## src/rtl/inst_sequencer.sv

```systemverilog
// Fetches an instruction byte by byte, then sequences decode and execute handshakes and updates the PC.
// Optional retire counter is enabled by defining INST_SEQUENCER_RETIRE_CNT_EN.
module inst_sequencer #(
   parameter int M_WIDTH    = 8,
   parameter int INST_WIDTH = 32,
   parameter int ADDR_WIDTH = 8,
   parameter int RESET_PC   = 0
) (
   input  logic                  clk,
   input  logic                  rst,
   input  logic                  run,
   output logic                  mem_req,
   output logic [ADDR_WIDTH-1:0] mem_addr,
   input  logic                  mem_ready,
   input  logic [M_WIDTH-1:0]    mem_rdata,
   output logic [INST_WIDTH-1:0] inst,
   output logic                  dec_en,
   input  logic                  dec_ready,
   output logic                  exec_start,
   input  logic                  exec_done,
   input  logic                  exec_branch,
   input  logic [ADDR_WIDTH-1:0] exec_target,
   input  logic                  exec_halt,
   output logic [ADDR_WIDTH-1:0] pc,
   output logic                  busy,
   output logic                  halted
`ifdef INST_SEQUENCER_RETIRE_CNT_EN
   ,
   output logic [15:0]           retire_cnt
`endif
);

   localparam int BYTES = INST_WIDTH / M_WIDTH;
   localparam int IDX_W = (BYTES > 1) ? $clog2(BYTES) : 1;
   localparam logic [IDX_W-1:0]      LAST_IDX = IDX_W'(BYTES - 1);
   localparam logic [ADDR_WIDTH-1:0] PC_STEP  = ADDR_WIDTH'(BYTES);
   localparam logic [ADDR_WIDTH-1:0] PC_INIT  = ADDR_WIDTH'(RESET_PC);

   localparam logic [2:0] ST_IDLE      = 3'd0;
   localparam logic [2:0] ST_FETCH     = 3'd1;
   localparam logic [2:0] ST_DECODE    = 3'd2;
   localparam logic [2:0] ST_DEC_WAIT  = 3'd3;
   localparam logic [2:0] ST_EXEC      = 3'd4;
   localparam logic [2:0] ST_EXEC_WAIT = 3'd5;
   localparam logic [2:0] ST_HALT      = 3'd6;

   logic [2:0]            state_q, state_d;
   logic [ADDR_WIDTH-1:0] pc_q, pc_d;
   logic [IDX_W-1:0]      idx_q, idx_d;
   logic [INST_WIDTH-1:0] inst_q, inst_d;

   // Next-state, byte assembly and PC update.
   always_comb begin
      state_d = state_q;
      pc_d    = pc_q;
      idx_d   = idx_q;
      inst_d  = inst_q;
      case (state_q)
         ST_IDLE: begin
            if (run) begin
               state_d = ST_FETCH;
               idx_d   = {IDX_W{1'b0}};
            end else begin
               state_d = ST_IDLE;
            end
         end
         ST_FETCH: begin
            if (mem_ready) begin
               inst_d[M_WIDTH*idx_q +: M_WIDTH] = mem_rdata;
               if (idx_q == LAST_IDX) begin
                  idx_d   = {IDX_W{1'b0}};
                  state_d = ST_DECODE;
               end else begin
                  idx_d   = idx_q + IDX_W'(1);
               end
            end else begin
               state_d = ST_FETCH;
            end
         end
         ST_DECODE: state_d = ST_DEC_WAIT;
         ST_DEC_WAIT: begin
            if (dec_ready) begin
               state_d = ST_EXEC;
            end else begin
               state_d = ST_DEC_WAIT;
            end
         end
         ST_EXEC: state_d = ST_EXEC_WAIT;
         ST_EXEC_WAIT: begin
            // Halt wins over branch and freezes the PC.
            if (exec_done) begin
               if (exec_halt) begin
                  state_d = ST_HALT;
               end else begin
                  pc_d    = exec_branch ? exec_target : (pc_q + PC_STEP);
                  state_d = run ? ST_FETCH : ST_IDLE;
               end
            end else begin
               state_d = ST_EXEC_WAIT;
            end
         end
         ST_HALT: state_d = ST_HALT;
         default: state_d = ST_IDLE;
      endcase
   end

   // State and datapath registers with synchronous reset.
   always_ff @(posedge clk) begin
      if (rst) begin
         state_q <= ST_IDLE;
         pc_q    <= PC_INIT;
         idx_q   <= {IDX_W{1'b0}};
         inst_q  <= {INST_WIDTH{1'b0}};
      end else begin
         state_q <= state_d;
         pc_q    <= pc_d;
         idx_q   <= idx_d;
         inst_q  <= inst_d;
      end
   end

`ifdef INST_SEQUENCER_RETIRE_CNT_EN
   logic [15:0] retire_q;

   // Count every non-halting instruction completion; wraps naturally.
   always_ff @(posedge clk) begin
      if (rst) begin
         retire_q <= 16'd0;
      end else if (state_q == ST_EXEC_WAIT && exec_done && !exec_halt) begin
         retire_q <= retire_q + 16'd1;
      end else begin
         retire_q <= retire_q;
      end
   end

   assign retire_cnt = retire_q;
`endif

   assign mem_req    = (state_q == ST_FETCH);
   assign mem_addr   = pc_q + ADDR_WIDTH'(idx_q);
   assign inst       = inst_q;
   assign dec_en     = (state_q == ST_DECODE);
   assign exec_start = (state_q == ST_EXEC);
   assign pc         = pc_q;
   assign busy       = (state_q != ST_IDLE) && (state_q != ST_HALT);
   assign halted     = (state_q == ST_HALT);

endmodule

```

## config.mk

```make
export PLATFORM = sky130hd
export DESIGN_NAME = inst_sequencer
export DESIGN_NICKNAME = d
export VERILOG_FILES = /design/src/rtl/inst_sequencer.sv
export SDC_FILE = /design/constraint.sdc
export NUM_CORES = 1
export LEC_CHECK = 0
export ABC_AREA = 1
export CORE_ASPECT_RATIO = 1.5
export CORE_UTILIZATION = 29
export CTS_CLUSTER_DIAMETER = 30
export CTS_CLUSTER_SIZE = 28
export DETAILED_ROUTE_END_ITERATION = 10
export DONT_BUFFER_PORTS = 1
export PLACE_DENSITY = 0.49
export SLEW_MARGIN = 0
export SYNTH_ARGS = -nofsm -noshare
export SYNTH_HDL_FRONTEND = slang
export SYNTH_SLANG_ARGS = --single-unit
```

## constraint.sdc

```tcl
create_clock -name clk -period 4.6 [get_ports clk]
set_input_delay 0.69 -clock clk [delete_from_list [all_inputs] [get_ports clk]]
set_output_delay 0.69 -clock clk [all_outputs]
set_load 0.01 [all_outputs]
```

Yosys cells after proc, flatten, opt, wreduce, memory -nomap -nowiden
Cells that the tools add are included.

Add/sub/neg operators: 4. Equal/unequal tests: 11. Shift operators: 2. Multiplexer cells: 13. Bitwise gates (word level): 1. Reductions and logical operators: 7.

Operators by type and width (count): 5-bit negation with 34-bit output (1); 8-bit by 34-bit variable shift with 32-bit output, first input constant (1); 8-bit by 34-bit indexed part select with 32-bit output (1); 32-bit bitwise mux (1); 3-bit one-hot mux with 7 select lines (1); 3-bit 2-to-1 mux (5); 3-bit equality test, second input constant (3); 8-bit by 2-bit adder with 8-bit output (1); 8-bit by 3-bit adder with 8-bit output, second input constant (1); 8-bit 2-to-1 mux (1); 3-bit by 2-bit equality test with 1-bit output, second input constant (2); 2-bit 2-to-1 mux (3); 3-bit AND reduction (2); 2-bit one-hot mux with 2 select lines (1); 3-bit by 1-bit equality test with 1-bit output, second input constant (1); 3-bit zero test (1); 3-bit by 2-bit != test with 1-bit output, second input constant (1); 3-bit != test, second input constant (1); 3-bit nonzero test (1); 2-bit by 1-bit adder with 2-bit output, second input constant (1); 2-bit equality test, second input constant (1); 2-bit by 1-bit != test with 1-bit output, second input constant (1); 2-bit != test, second input constant (1); 2-bit AND reduction (1); other kinds (4) (4).

Register bits: 45. Input port bits: 24. Output and inout port bits: 53. Word-level logic and storage cells: 42.

Longest topological paths before layout
Depth in word-level cells: 4. Depth in mapped cells: 9. Mapped depth without buffers: 8.

Worst setup path after synthesis
OpenSTA, ideal clock, no wires.

Path type: reg2out. From: register pc_q[0], in the netlist pc[0]. To: output port mem_addr[6]. Arrival time: 1.273 ns. Data required time: 3.910 ns. Slack: 2.637 ns. Cell stages (with the launch flop): 4. Path buffers: 0. Path through: dfxtp_1 > ha_1 > fa_1 > a31oi_1.

Longest elaborated chain between the ends: 1.

RTL lines: start: declaration (line 48) `logic [ADDR_WIDTH-1:0] pc_q, pc_d;`; start signal: assignment (line 116) `pc_q <= pc_d;`; 8-bit by 2-bit adder with 8-bit output (line 140) `assign mem_addr = pc_q + ADDR_WIDTH'(idx_q);`; end: declaration (line 13) `output logic [ADDR_WIDTH-1:0] mem_addr,`.

No other way between the ends.

Worst setup path after layout
From: register idx_q[0]. To: output port mem_addr[6].

Longest elaborated chain between the ends: 1.

RTL lines: start: declaration (line 49) `logic [IDX_W-1:0] idx_q, idx_d;`; start signal: assignment (line 112) `idx_q <= {IDX_W{1'b0}};`; start signal: assignment (line 117) `idx_q <= idx_d;`; 8-bit by 2-bit adder with 8-bit output (line 140).

No other way between the ends.

==> flow_metrics.tcl <==
set metrics [dict create \
    outcome "finished clean" \
    crit_arrival_ps 1960 \
    cp_cell_sequence "ha_1 -> fa_1 -> nor2_1 -> a31oi_1" \
    drtAntennaViolNets 0 \
    core_area_um2 8060 \
    num_antenna_cells 0 \
    via_count 2152 \
    cts_root_buf "clkbuf_16" \
    grt-ovfl-total 0 \
    drive_gt1_frac 0.0500 \
    antenna_found_initial 0 \
    muxShareOfSynthArea 0.00411 \
    die_y_um 114 \
    synthCells 348 \
    synth_top_family_by_area "simple AND/OR/NAND/NOR gates" \
    peakVddDrop_mv 0.162 \
    synth-compound-area-share 0.119 \
    syn_to_final_growth_pct 8.02 \
    grt_pass1_vias 2073 \
    grt_use_total 0.146 \
    cts_tree "yes" \
    synth-seq-area-share 0.370 \
    cap_viol_max_count 0 \
    use_met1 0.146 \
    syn_area_um2 2430 \
    drv_slew 0 \
    row_count 40 \
    layout.nets 373 \
    grt_setup_unrepaired "no" \
    drtIter0Drc 78 \
    hp-class "primary input to flip-flop" \
    max_slew_margin 0.555 \
    synth_common_cells "nand2_1 (73), nand3_1 (47), dfxtp_1 (45)" \
    worst_slew_pin_slew_ps 667 \
    cts_max_level 2 \
    dpl.cell_count 437 \
    leakage_nw 0.980 \
    port_buffers 0 \
    hold_buffers 0 \
    hold_viol 0 \
    die-area_um2 8770 \
    slowest_delay_ps 750 \
    drc 0 \
    wire_per_inst_um 13.8 \
    grt_use_met3 0.0494 \
    die_w_um 76.8 \
    criticalPathCategory "flip-flop to output port" \
    yosys.area_share.xor_xnor 0.0180 \
    async_reset_ff_frac 0 \
    ys_types 29 \
    use_met2 0.276 \
    post_cts_buffers 0 \
    synth_simple_gate_area_frac 0.337 \
    synthAdderAreaFrac 0.0545 \
    dp_worst_setup_slack_ps 2240 \
    stdcell_count 445 \
    fin_crit_ps 2650 \
    yosysMostFrequentCell "nand2_1" \
    clk_pin_slew_ps 60 \
    synth_edf_count 0 \
    critPathMaxFanout 21 \
    timing.final.crit_share 0.576 \
    slowest_stage "dfxtp_1" \
    grt_max_degree 41 \
    yosysTopAreaCell "dfxtp_1" \
    fin_tns_setup_ps 0 \
    start_kind "flip-flop" \
    grt_pass1_wl_mm 10.1 \
    cts_resized 0 \
    synth_area_per_cell_um2 7.00 \
    yosysWarnings 0 \
    cts_buffers 5 \
    cp.required_ps 3910 \
    top_usage_layer "met2" \
    drtPass1Iterations 6 \
    place.gp.congestion 0.763 \
    io_pins 77 \
    fillers 894 \
    vias_per_cell 4.84 \
    syn_nets 382 \
    max_freq_ghz 0.378 \
    setup_viol_count_final 0 \
    cts.sinks 45 \
    p_per_area_nw_per_um2 380 \
    synth_ff_type "dfxtp_1" \
    start_util 0.302 \
    worstSetupEndpointType "output port" \
    drt_wl_total_mm 6.13 \
    yosys.area.top_type_share 0.370 \
    synth_seq_cells 45 \
    clock_path_buffers 2 \
    clkLatencyLatePin_ps 280 \
    final.setup_skew_ps 3.04 \
    synthTopCellsByArea "dfxtp_1 (37%), nand2_1 (11%), nand3_1 (9.7%), a21oi_1 (9.0%), nor2_1 (5.5%)" \
    hpwl_mm 4.71 \
    final.setup.worst_slack_ps 1950 \
]
==> kinds of logic after synthesis <==
| family | Yosys count |
|---|---|
| xor+xnor | 5 |
| fa+ha+maj | 10 |
| buf+inv | 48 |
| simple gates | 183 |
| flops | 45 |
| compound gates | 56 |
| mux | 1 |
==> placed cells by master (no fill, tap or decap), drive strengths merged <==
| cell | instances |
|---|---|
| nand2 | 76 |
| o21bai | 1 |
| clkbuf | 7 |
| a211oi | 1 |
| nor3 | 18 |
| a21oi | 44 |
| a31oi | 2 |
| clkinv | 2 |
| ha | 9 |
| nand4 | 2 |
| fa | 1 |
| o21ai | 7 |
| xor2 | 3 |
| bufinv | 1 |
| mux2i | 1 |
| inv | 30 |
| nor2 | 40 |
| nand3 | 47 |
| o211ai | 1 |
| xnor2 | 2 |
| dfxtp | 45 |
==> layer usage <==
metal  up-vias  wire, um
li1       1124         -
met1       947      2300
met2        71      3240
met3        10       478
met4         0       108
met5         -         0
==> area by class of cell <==
cell class / count / area [um^2] / area share
Sequential cell: 45 / 901 / 0.343
Multi-Input combinational cell: 255 / 1300 / 0.493
Clock buffer: 7 / 143 / 0.0542
Inverter: 32 / 128 / 0.0485
Tap cell: 105 / 131 / 0.0500
Clock inverter: 1 / 30.0 / 0.0114
==> worst max-delay path, delay by kind of cell (launching register included) <==
kind	cells	cell delay, ps
adder cells (fa/ha/maj)	2	610
flip-flops	1	750
AND/OR/NAND/NOR	1	60
AO/OA/AOI/OAI	1	260
==> flip-flops by register name, summed over array words and instances, names as in the netlist <==
register	flops
pc	8
state_q	3
idx_q	2
inst	32
==> stage by stage <==
| stage | cell area, um^2 | utilization | power, mW | hold WS (ps) |
|---|---|---|---|---|
| global placement | 2460 | 0.305 | 0.594 | 490 |
| detailed placement | 2460 | 0.305 | 0.595 | 497 |
| finish | 2630 | 0.326 | 0.998 | 475 |
| CTS | 2630 | 0.326 | 1.01 | 465 |
| floorplan | 2430 | - | 0.580 | 486 |
| global route | 2630 | 0.326 | 1.06 | 464 |
==> power breakdown <==
group / internal, mW / switching [mW] / total, mW
Sequential: 0.400 / 0.0222 / 0.422
Combinational: 0.0455 / 0.116 / 0.162
Clock: 0.271 / 0.143 / 0.414
==> final timing paths <==
check,startpoint,endpoint,slack [ps],depth (start not counted)
hold reg to reg,inst[6]$_SDFFE_PP0P_,inst[6]$_SDFFE_PP0P_,500,2
setup reg to reg,idx_q[0]$_SDFFE_PP0P_,inst[13]$_SDFFE_PP0P_,2250,7
hold / removal,rst,inst[14]$_SDFFE_PP0P_,470,1
setup / recovery,idx_q[0]$_SDFFE_PP0P_,mem_addr[6],1950,4
No activity file was read; power rests on OpenSTA's default activity.
